## config.mk

```make
export PLATFORM = sky130hd
export DESIGN_NAME = vjtag_bridge_ctrl
export DESIGN_NICKNAME = d
export VERILOG_FILES = /design/src/rtl/vjtag_bridge_ctrl.sv
export SDC_FILE = /design/constraint.sdc
export NUM_CORES = 1
export LEC_CHECK = 0
export CORE_ASPECT_RATIO = 0.6
export CORE_MARGIN = 10
export CORE_UTILIZATION = 55
export CTS_BUF_LIST = sky130_fd_sc_hd__clkbuf_4 sky130_fd_sc_hd__clkbuf_8
export DETAILED_ROUTE_END_ITERATION = 8
export PLACE_DENSITY = 0.78
export REMOVE_ABC_BUFFERS = 1
export SLEW_MARGIN = 15
export SYNTH_ARGS = -nofsm -noshare
export SYNTH_HDL_FRONTEND = slang
export SYNTH_SLANG_ARGS = --single-unit
```

## constraint.sdc

```tcl
create_clock -name tck_i -period 5.23 [get_ports tck_i]
set_clock_uncertainty 0.05 [all_clocks]
set_input_delay 0.523 -clock tck_i [delete_from_list [all_inputs] [get_ports tck_i]]
set_output_delay 0.523 -clock tck_i [all_outputs]
set_load 0.05 [all_outputs]
```

## src/rtl/vjtag_bridge_ctrl.sv

```systemverilog
// ---------------------------------------------------------------------------
// vjtag_bridge_ctrl
//
// Host bridge between a 2-bit-IR virtual JTAG instance and the interpolation
// frame memory. Decodes the virtual IR, owns the DR shift register, drives
// tdo, and turns update-DR events into address loads, memory writes and read
// prefetches. Everything runs in the tck domain.
//
// Optional feature (compile-time macro):
//   VJTAG_BRIDGE_STATUS_EN  defined   -> ir_out_o = {err_ovf, err_und}
//                           undefined -> ir_out_o = ir_in_i (IR echo)
//
// Ports
//   tck_i        JTAG clock from vjtag, only clock of this block
//   rst_i        synchronous active-high reset
//   ir_in_i      virtual IR: 00 BYPASS, 01 ADDR, 10 WDATA, 11 RDATA
//   tdi_i        serial data in
//   cdr_i..uir_i vjtag virtual_state_* strobes
//   tdo_o        serial data out
//   ir_out_o     IR capture value
//   wr_valid_o   write request, held until accepted
//   wr_ready_i   memory accepts write when wr_valid_o & wr_ready_i
//   wr_addr_o    write address
//   wr_data_o    write data
//   rd_req_o     one-cycle read request pulse
//   rd_addr_o    read address, valid with rd_req_o
//   rd_valid_i   read data return strobe (latency >= 1)
//   rd_data_i    read data
//   err_ovf_o    sticky: write dropped while previous write pending
//   err_und_o    sticky: RDATA captured before prefetch returned
//
// Read FSM states
//   state   | meaning
//   RD_IDLE | no read outstanding, buffer empty; returns are ignored
//   RD_WAIT | prefetch issued, waiting for rd_valid_i
//   RD_FULL | rd_buf holds the word at the current address
// ---------------------------------------------------------------------------
module vjtag_bridge_ctrl #(
  parameter int DW = 8,
  parameter int AW = 16
) (
  input  logic          tck_i,
  input  logic          rst_i,
  input  logic [1:0]    ir_in_i,
  input  logic          tdi_i,
  input  logic          cdr_i,
  input  logic          sdr_i,
  input  logic          e1dr_i,
  input  logic          pdr_i,
  input  logic          e2dr_i,
  input  logic          udr_i,
  input  logic          cir_i,
  input  logic          uir_i,
  output logic          tdo_o,
  output logic [1:0]    ir_out_o,
  output logic          wr_valid_o,
  input  logic          wr_ready_i,
  output logic [AW-1:0] wr_addr_o,
  output logic [DW-1:0] wr_data_o,
  output logic          rd_req_o,
  output logic [AW-1:0] rd_addr_o,
  input  logic          rd_valid_i,
  input  logic [DW-1:0] rd_data_i,
  output logic          err_ovf_o,
  output logic          err_und_o
);

  localparam logic [1:0] IR_BYPASS = 2'b00;
  localparam logic [1:0] IR_ADDR   = 2'b01;
  localparam logic [1:0] IR_WDATA  = 2'b10;
  localparam logic [1:0] IR_RDATA  = 2'b11;

  localparam logic [1:0] RD_IDLE = 2'd0;
  localparam logic [1:0] RD_WAIT = 2'd1;
  localparam logic [1:0] RD_FULL = 2'd2;

  // Exit/pause strobes and IR-path strobes carry no DR action here.
  logic unused_strobes;
  assign unused_strobes = ^{e1dr_i, pdr_i, e2dr_i, cir_i, uir_i};

  logic [AW-1:0] sr_q, sr_d;
  logic          byp_q, byp_d;
  logic [AW-1:0] addr_q, addr_d;
  logic [AW-1:0] addr_inc;

  logic          wr_valid_q, wr_valid_d;
  logic [AW-1:0] wr_addr_q, wr_addr_d;
  logic [DW-1:0] wr_data_q, wr_data_d;

  logic [1:0]    rd_state_q, rd_state_d;
  logic [DW-1:0] rd_buf_q, rd_buf_d;
  logic          rd_req_q, rd_req_d;
  logic [AW-1:0] rd_addr_q, rd_addr_d;
  logic          pf_pend_q, pf_pend_d;

  logic          err_ovf_q, err_ovf_d;
  logic          err_und_q, err_und_d;

  logic          rd_full;
  logic          wr_slot_free;

  assign addr_inc     = addr_q + AW'(1);
  assign rd_full      = (rd_state_q == RD_FULL);
  // A new write may load when nothing is pending or the pending one is
  // being accepted on this very edge (back-to-back writes).
  assign wr_slot_free = !wr_valid_q || wr_ready_i;

  always_comb begin
    sr_d       = sr_q;
    byp_d      = byp_q;
    addr_d     = addr_q;
    wr_valid_d = wr_valid_q;
    wr_addr_d  = wr_addr_q;
    wr_data_d  = wr_data_q;
    rd_state_d = rd_state_q;
    rd_buf_d   = rd_buf_q;
    rd_req_d   = 1'b0;
    rd_addr_d  = rd_addr_q;
    pf_pend_d  = 1'b0;
    err_ovf_d  = err_ovf_q;
    err_und_d  = err_und_q;

    if (wr_valid_q && wr_ready_i) begin
      wr_valid_d = 1'b0;
    end

    // Returns are only taken while waiting; in RD_IDLE they are stale
    // responses to a read issued before an ADDR reload.
    if ((rd_state_q == RD_WAIT) && rd_valid_i) begin
      rd_buf_d   = rd_data_i;
      rd_state_d = RD_FULL;
    end

    // Prefetch deferred by one cycle after an ADDR update.
    if (pf_pend_q && (rd_state_q == RD_IDLE)) begin
      rd_req_d   = 1'b1;
      rd_addr_d  = addr_q;
      rd_state_d = RD_WAIT;
    end

    if (cdr_i) begin
      case (ir_in_i)
        IR_BYPASS: byp_d = 1'b0;
        IR_ADDR:   sr_d  = addr_q;
        IR_WDATA:  sr_d  = '0;
        default: begin
          sr_d = '0;
          if (rd_full) begin
            sr_d[DW-1:0] = rd_buf_q;
          end else begin
            err_und_d = 1'b1;
          end
        end
      endcase
    end else if (sdr_i) begin
      case (ir_in_i)
        IR_BYPASS: byp_d = tdi_i;
        IR_ADDR:   sr_d  = {tdi_i, sr_q[AW-1:1]};
        default: begin
          // DW-bit scans: upper bits stay zero after capture, so a plain
          // right shift with tdi landing in bit DW-1 is enough.
          sr_d         = sr_q >> 1;
          sr_d[DW-1]   = tdi_i;
        end
      endcase
    end else if (udr_i) begin
      case (ir_in_i)
        IR_ADDR: begin
          // Address reload wins over a coincident read return: any buffered
          // or in-flight data belongs to the old address.
          addr_d     = sr_q;
          err_ovf_d  = 1'b0;
          err_und_d  = 1'b0;
          rd_state_d = RD_IDLE;
          pf_pend_d  = 1'b1;
        end
        IR_WDATA: begin
          if (wr_slot_free) begin
            wr_valid_d = 1'b1;
            wr_addr_d  = addr_q;
            wr_data_d  = sr_q[DW-1:0];
            addr_d     = addr_inc;
          end else begin
            err_ovf_d  = 1'b1;
          end
        end
        IR_RDATA: begin
          if (rd_full) begin
            addr_d     = addr_inc;
            rd_req_d   = 1'b1;
            rd_addr_d  = addr_inc;
            rd_state_d = RD_WAIT;
          end
        end
        default: begin
        end
      endcase
    end
  end

  always_ff @(posedge tck_i) begin
    if (rst_i) begin
      sr_q       <= '0;
      byp_q      <= 1'b0;
      addr_q     <= '0;
      wr_valid_q <= 1'b0;
      wr_addr_q  <= '0;
      wr_data_q  <= '0;
      rd_state_q <= RD_IDLE;
      rd_buf_q   <= '0;
      rd_req_q   <= 1'b0;
      rd_addr_q  <= '0;
      pf_pend_q  <= 1'b0;
      err_ovf_q  <= 1'b0;
      err_und_q  <= 1'b0;
    end else begin
      sr_q       <= sr_d;
      byp_q      <= byp_d;
      addr_q     <= addr_d;
      wr_valid_q <= wr_valid_d;
      wr_addr_q  <= wr_addr_d;
      wr_data_q  <= wr_data_d;
      rd_state_q <= rd_state_d;
      rd_buf_q   <= rd_buf_d;
      rd_req_q   <= rd_req_d;
      rd_addr_q  <= rd_addr_d;
      pf_pend_q  <= pf_pend_d;
      err_ovf_q  <= err_ovf_d;
      err_und_q  <= err_und_d;
    end
  end

  assign tdo_o      = (ir_in_i == IR_BYPASS) ? byp_q : sr_q[0];
  assign wr_valid_o = wr_valid_q;
  assign wr_addr_o  = wr_addr_q;
  assign wr_data_o  = wr_data_q;
  assign rd_req_o   = rd_req_q;
  assign rd_addr_o  = rd_addr_q;
  assign err_ovf_o  = err_ovf_q;
  assign err_und_o  = err_und_q;

`ifdef VJTAG_BRIDGE_STATUS_EN
  // Host sees error status on every IR scan.
  assign ir_out_o = {err_ovf_q, err_und_q};
`else
  assign ir_out_o = ir_in_i;
`endif

endmodule

```

=== Word level (Yosys, flattened, before mapping) ===
Cells that the tools add are included.

* Flip-flop bits (word level): 88
* Bits of input ports: 23
* Output and inout bits: 47
* Logic and storage cells: 96

* $add $sub $neg: 1
* Reductions and logical operators: 20
* Bitwise operators: 4
* Eq/ne operators: 11
* Muxes and demuxes: 47

{| class="wikitable"
|+ Operator list
! cell !! count
|-
| $mux W16 || 10
|-
| $pmux W16 S3 || 2
|-
| $pmux W16 S2 || 1
|-
| $mux W1 || 25
|-
| $add A16 B1 Y16 const B || 1
|-
| $reduce_and A5 Y1 || 3
|-
| $mux W2 || 6
|-
| $ne A2 B2 Y1 const B || 6
|-
| $mux W8 || 1
|-
| $reduce_bool A2 Y1 || 4
|-
| $eq A2 B2 Y1 const B || 3
|-
| $reduce_and A6 Y1 || 1
|-
| $eq A2 B1 Y1 const B || 2
|-
| $logic_not A2 Y1 || 2
|-
| $not A1 Y1 || 4
|-
| $pmux W2 S2 || 1
|-
| $reduce_and A2 Y1 || 2
|-
| $reduce_or A4 Y1 || 1
|-
| $logic_and A1 B1 Y1 || 3
|-
| $reduce_bool A3 Y1 || 1
|-
| $reduce_or A3 Y1 || 1
|-
| $pmux W1 S2 || 1
|-
| $logic_not A1 Y1 || 1
|-
| $logic_or A1 B1 Y1 || 1
|}

=== Longest topological paths before layout ===
Gate-level depths: netlist of run 1.

* Depth in word-level cells: 9
* Mapped depth: 7
* Depth with buffers taken out: 6

=== Worst setup path before layout of run 1 ===
No wires, ideal clock.

* Path kind: input-to-reg
* From: in cdr_i
* To: reg addr_q[13]
* Required time: 5.107 ns
* Setup time: 0.073 ns
* Stages on the path: 5
* Path slack: 3.006 ns
* Data arrival time: 2.101 ns
* Cells stage by stage: or3b_1 > buf_2 > a2111o_1 > or3_4 > o211ai_2

* Word-level cells in the longest chain between the ends: 2

{| class="wikitable"
|+ RTL lines
! what !! line !! text
|-
| start: declaration || 46 || <nowiki>input logic cdr_i,</nowiki>
|-
| $not A1 Y1 (no line) || n/a ||
|-
| $reduce_and A6 Y1 (no line) || n/a ||
|-
| end signal: assignment || 219 || <nowiki>addr_q <= addr_d;</nowiki>
|-
| end: declaration || 83 || <nowiki>logic [AW-1:0] addr_q, addr_d;</nowiki>
|}

No other way between the ends.
A chain may end at the register's enable or synchronous reset.

=== Worst setup path in the final report of run 1 ===
Ends and elaborated chain as after synthesis.

==> results_dict.tcl, run 1 <==
set metrics [dict create \
    status "completed" \
    cts-htree-levels 3 \
    cp-end-kind "flip-flop" \
    path_cells "clkdlybuf4s50_1, or3b_1, a2111o_1, or3_4, o211ai_2" \
    area.sequential_mm2 0.00176 \
    syn_inst 535 \
    synth_warnings 0 \
    clk_latency_ns 0.38 \
    place_hpwl_mm 8.16 \
    vias_per_cell 6.15 \
    grt_pass1_vias 3891 \
    r2r-start "addr_q[0]" \
    io_buffers 64 \
    first_iter_violations 615 \
    slowest_stage "clkdlybuf4s50_1" \
    cts_sinks 88 \
    vias 4130 \
    wire_per_inst_um 18.0 \
    ys.flop_type "dfxtp_1" \
    rsz0062_at_grt "false" \
    ios 70 \
    synthArstFlopShare 0 \
    grt_usage 0.209 \
    multi_input_area_mm2 0.00223 \
    layout.nets 592 \
    worst_pin_slew_ns 1.12 \
    use_met3 0.0600 \
    yosysTopAreaCell "dfxtp_1" \
    grt_pass1_wl_mm 19.8 \
    worst_slew_margin_rel 0.250 \
    worst_ir_drop_vdd_uv 188 \
    min_period_ns 3.47 \
    area_growth_pct 19.7 \
    reg2reg_depth 5 \
    die-area_mm2 0.0117 \
    cts.path.max_buffers 2 \
    cp.buffers_inverters 1 \
    hold_violations 0 \
    cts_setup_buffers 0 \
    ys_seq_area_frac 0.418 \
    die_h_um 87.8 \
    num-fill-cells 638 \
    design.core.area_mm2 0.00736 \
    ctsRootBufferMaster "clkbuf_8" \
    r2r_end "addr_q[12]" \
    synth_area_leaders "dfxtp_1 (42%), nand2_1 (8.3%), a21oi_1 (7.0%)" \
    top_usage_layer "met2" \
    powerDensity_mw_per_mm2 266 \
    synth_area_mm2 0.00422 \
    power.total_uw 1340 \
    crit_fanout 31 \
    yosysMostFrequentCell "nand2_1" \
    start_util 0.573 \
    crit_arrival_ns 3.73 \
    cts_resized 0 \
    gp_congestion 0.879 \
    rrSetupSlack_ns 2.94 \
    startpoint "cdr_i" \
    grt_max_degree 61 \
    antennaDiodeCount 0 \
    grt_overflow 0 \
    layout-drive-gt1-share 0.0599 \
    syn_avg_cell_area_um2 7.88 \
    drc 0 \
    drt_pass1_iterations 6 \
    worst-path-stages 5 \
    synth_edf_count 0 \
    slowest_delay_ns 0.94 \
    startpoint_type "primary input" \
    tns_ns 0 \
    hold_path_class "reg -> reg" \
    postRouteAntennaNets 0 \
    critPathKind "in -> reg" \
    yosysTopAreaCellShare 0.418 \
    hold_start "wr_addr_o[4]" \
    setup_viol 0 \
    slew_viol_final 0 \
    synth_cell_type_count 50 \
    cts_buffers 9 \
    synthTopCellsByCount "nand2_1 (93), dfxtp_1 (88), a21oi_1 (59)" \
    antenna_found_initial 0 \
    row_count 24 \
    ys_ff_latch 88 \
    cap_violations 0 \
    critPathCapture "addr_q[13]" \
    die_w_um 133 \
    use_met2 0.343 \
    power.leakage_uw 0.00158 \
    cts_tree "yes" \
    met1_usage 0.259 \
    critPathTopFamily "simple AND/OR/NAND/NOR gates" \
    required_ns 5.49 \
    max_freq_mhz 288 \
    finalWirelength_mm 12.1 \
    clk_pin_slew_ns 0.09 \
    timing.final.crit_share 0.664 \
    postCtsHoldBufs 0 \
]
-- power breakdown --
group	switching, µW	internal (µW)
Combinational	68.9	40.9
Clock	240	297
Sequential	13.7	681
-- sequential cells by signal (all words and copies together) (netlist names) --
register    count
addr_q         16
byp_q           1
err_ovf_o       1
err_und_o       1
pf_pend_q       1
rd_addr_o      16
rd_buf_q        8
rd_req_o        1
rd_state_q      2
sr_q           16
wr_addr_o      16
wr_data_o       8
wr_valid_o      1
-- final cells by class --
cell class              count  area share
inverters                   8     0.00595
repair buffers             69       0.133
multi-input cells         388       0.441
clock buffers              12      0.0315
clock inverters             3      0.0129
flip-flops and latches     88       0.349
well taps                 104      0.0258
-- how the worst min path moves through the flow --
stage               endpoint  depth (start not counted)
5_1_grt         wr_data_o[1]                          2
3_5_place_dp    wr_data_o[1]                          2
3_3_place_gp   wr_addr_o[13]                          2
4_1_cts         wr_data_o[1]                          2
6_report        wr_addr_o[4]                          2
2_1_floorplan          byp_q                          2
-- routing by layer --
metal	routed length, µm	part of all wire
met5	0	0
met4	206	0.017
met3	973	0.081
met2	5600	0.46
met1	5300	0.44
-- per-stage QoR --
stage	cell area (µm²)	util	hold slack, ns	cells	setup slack [ns]
after global placement	4820	0.655	0.393	657	1.51
after floorplan	4010	-	0.377	484	2.88
after detailed placement	4820	0.655	0.397	657	1.44
after CTS	5040	0.686	0.408	672	1.83
after global routing	5050	0.686	0.424	672	1.53
final	5050	0.686	0.404	672	1.76
-- logic make-up after synthesis --
logic type / share of synthesized area
AO/OA/AOI/OAI: 0.228
flip-flops: 0.418
multiplexers: 0.0148
adder cells (fa/ha/maj): 0.0148
AND/OR/NAND/NOR: 0.261
buffers and inverters: 0.0549
XOR/XNOR: 0.00831
-- placed cells by master, fill, tap and decap left out, drive strengths merged, types with 5 or more instances in the layout --
cell type | synthesis | final
nor4 | 9 | 9
a311oi | 18 | 18
nand3 | 19 | 19
a22oi | 13 | 13
inv | 8 | 8
nand2 | 93 | 93
o21ai | 18 | 18
nor2 | 34 | 34
a211oi | 8 | 8
a21oi | 59 | 59
and3 | 7 | 7
or3 | 9 | 9
and2 | 6 | 6
dfxtp | 88 | 88
nor3 | 7 | 7
nand2b | 20 | 20
clkbuf | 46 | 12
o211ai | 5 | 5
clkdlybuf4s50 | 0 | 63
buf | 5 | 6
ha | 5 | 5
a31oi | 7 | 7
-- tightest hold or removal path, delay by kind of cell (launching register included) --
kind            cells  cell delay (ns)
simple gates        1             0.05
flops               1             0.31
compound gates      1             0.05
Note: power is estimated with default switching activity, not from simulation.
==> inputs of run 2 (changes only) <==
--- a/config.mk
+++ b/config.mk
@@ -7,10 +7,10 @@
 export LEC_CHECK = 0
 export CORE_ASPECT_RATIO = 0.6
 export CORE_MARGIN = 10
-export CORE_UTILIZATION = 55
+export CORE_UTILIZATION = 50
 export CTS_BUF_LIST = sky130_fd_sc_hd__clkbuf_4 sky130_fd_sc_hd__clkbuf_8
 export DETAILED_ROUTE_END_ITERATION = 8
-export PLACE_DENSITY = 0.78
+export PLACE_DENSITY = 0.75
 export REMOVE_ABC_BUFFERS = 1
 export SLEW_MARGIN = 15
 export SYNTH_ARGS = -nofsm -noshare
==> constraint.sdc (replaced) <==
create_clock -name tck_i -period 3.1 [get_ports tck_i]
set_clock_uncertainty 0.05 [all_clocks]
set_input_delay 0.31 -clock tck_i [delete_from_list [all_inputs] [get_ports tck_i]]
set_output_delay 0.31 -clock tck_i [all_outputs]
set_load 0.05 [all_outputs]
==> results_dict.tcl, run 2 (same netlist as run 1, synthesis figures left out) <==
set metrics [dict create \
    antenna_found_initial 0 \
    power_frac_clock 0.362 \
    grt_overflow 0 \
    design.core.area_mm2 0.00804 \
    cts-htree-levels 3 \
    final_util 0.640 \
    die-area_mm2 0.0126 \
    startpoint_type "primary input" \
    setup_viol 0 \
    place_hpwl_mm 8.75 \
    crit_arrival_ns 2.31 \
    crit_top_cell "clkdlybuf4s50_1" \
    first_iter_violations 483 \
    min_period_ns 2.67 \
    final_cell_mix "nand2_1 (93), dfxtp_1 (88), clkdlybuf4s50_1 (63)" \
    postCtsHoldBufs 0 \
    cts_resized 0 \
    critPathKind "in -> out" \
    row_count 25 \
    io_buffers 64 \
    die_h_um 91.1 \
    sw_frac_of_total 0.264 \
    worst_ir_drop_vdd_uv 250 \
    cap_violations 0 \
    crit_fanout 7 \
    cts.path.max_buffers 2 \
    rsz0062_at_grt "false" \
    cts_sinks 88 \
    status "completed" \
    timing.final.crit_share 0.862 \
    p_int_uw 1580 \
    die_w_um 139 \
    p_comb_frac 0.092 \
    cp-end-kind "output port" \
    postRouteAntennaNets 0 \
    hold_violations 0 \
    vias_per_cell 6.08 \
    area_growth_pct 22.0 \
    cts_buffers 9 \
    powerDensity_mw_per_mm2 418 \
    grt_pass1_wl_mm 20.6 \
    slowest_delay_ns 0.70 \
    hold_path_class "reg -> reg" \
    path_cells "clkdlybuf4s50_1, inv_1, ha_1, mux2_2, clkdlybuf4s50_1" \
    required_ns 2.74 \
    layout-drive-gt1-share 0.0853 \
    grt_pass1_vias 3856 \
    worst_slew_margin_rel 0.547 \
    drc 0 \
    wire_per_inst_um 18.3 \
    ctsRootBufferMaster "clkbuf_8" \
    grt_usage 0.196 \
    tns_ns 0 \
    finalWirelength_mm 12.7 \
    ios 70 \
    vias 4219 \
    fin_hold_ws_ns 0.406 \
    clk_pin_slew_ns 0.09 \
    cts_setup_buffers 0 \
    p_sw_uw 567 \
    place_ws_ns 0.386 \
    final_common_cell "nand2_1" \
    dp_cells 678 \
    grt_max_degree 33 \
    antennaDiodeCount 0 \
    layout.nets 609 \
    fin_cells 694 \
    cts_tree "yes" \
    setup_ws_ns 0.429 \
    worst_pin_slew_ns 0.680 \
    clk_latency_ns 0.37 \
    max_freq_mhz 374 \
    start_util 0.524 \
    slowest_stage "clkdlybuf4s50_1" \
    gp_congestion 0.864 \
    seqPwrFrac 0.545 \
    slew_viol_final 0 \
    power.leakage_uw 0.00163 \
    drt_pass1_iterations 5 \
]
## run 2: cell types whose count changed in the layout (fill, tap and decap cells not counted), sizes merged
cell and delta:
buf +17, bufinv -2, clkinvlp +3
## run 2: final cells by class
cell class	count	area, µm²
clock inverter	4	27.5
tap	108	135
timing repair buffer	86	801
multi-input combinational	388	2220
clock buffer	12	165
fill	710	2900
inverter	8	30.0
sequential	88	1760
## run 2: per-layer routing
layer / track usage / part of all wire
met3: 0.0619 / 0.10
met2: 0.275 / 0.41
met5: 0 / 0
met4: 0.0691 / 0.014
met1: 0.275 / 0.48
## run 2: final timing paths
| check | start | end | slack, ns | cells after the start |
|---|---|---|---|---|
| worst max-delay path | ir_in_i[1] | tdo_o | 0.43 | 5 |
| worst min-delay path | wr_data_o[4] | wr_data_o[4] | 0.41 | 2 |
| worst max register to register | addr_q[0] | addr_q[12] | 0.80 | 5 |
| worst min register to register | wr_data_o[4] | wr_data_o[4] | 0.41 | 2 |
## run 2: power groups by stage
stage,logic (µW),clock network [µW],registers [µW]
after floorplan,86.4,0,1200
after global placement,188,0,1200
after detailed placement,193,0,1200
after CTS,194,786,1170
after global routing,213,830,1170
final,198,779,1170
## run 2: worst max-delay path: cells and delay by family
family / cells / cell delay (ns)
buf+inv: 3 / 1.31
mux: 1 / 0.37
fa+ha+maj: 1 / 0.31
## run 2: per-stage QoR
stage / power, µW / cell area [µm²]
after global routing: 2220 / 5140
final: 2150 / 5140
after floorplan: 1280 / 4010
after CTS: 2150 / 5140
after detailed placement: 1390 / 4950
after global placement: 1390 / 4950
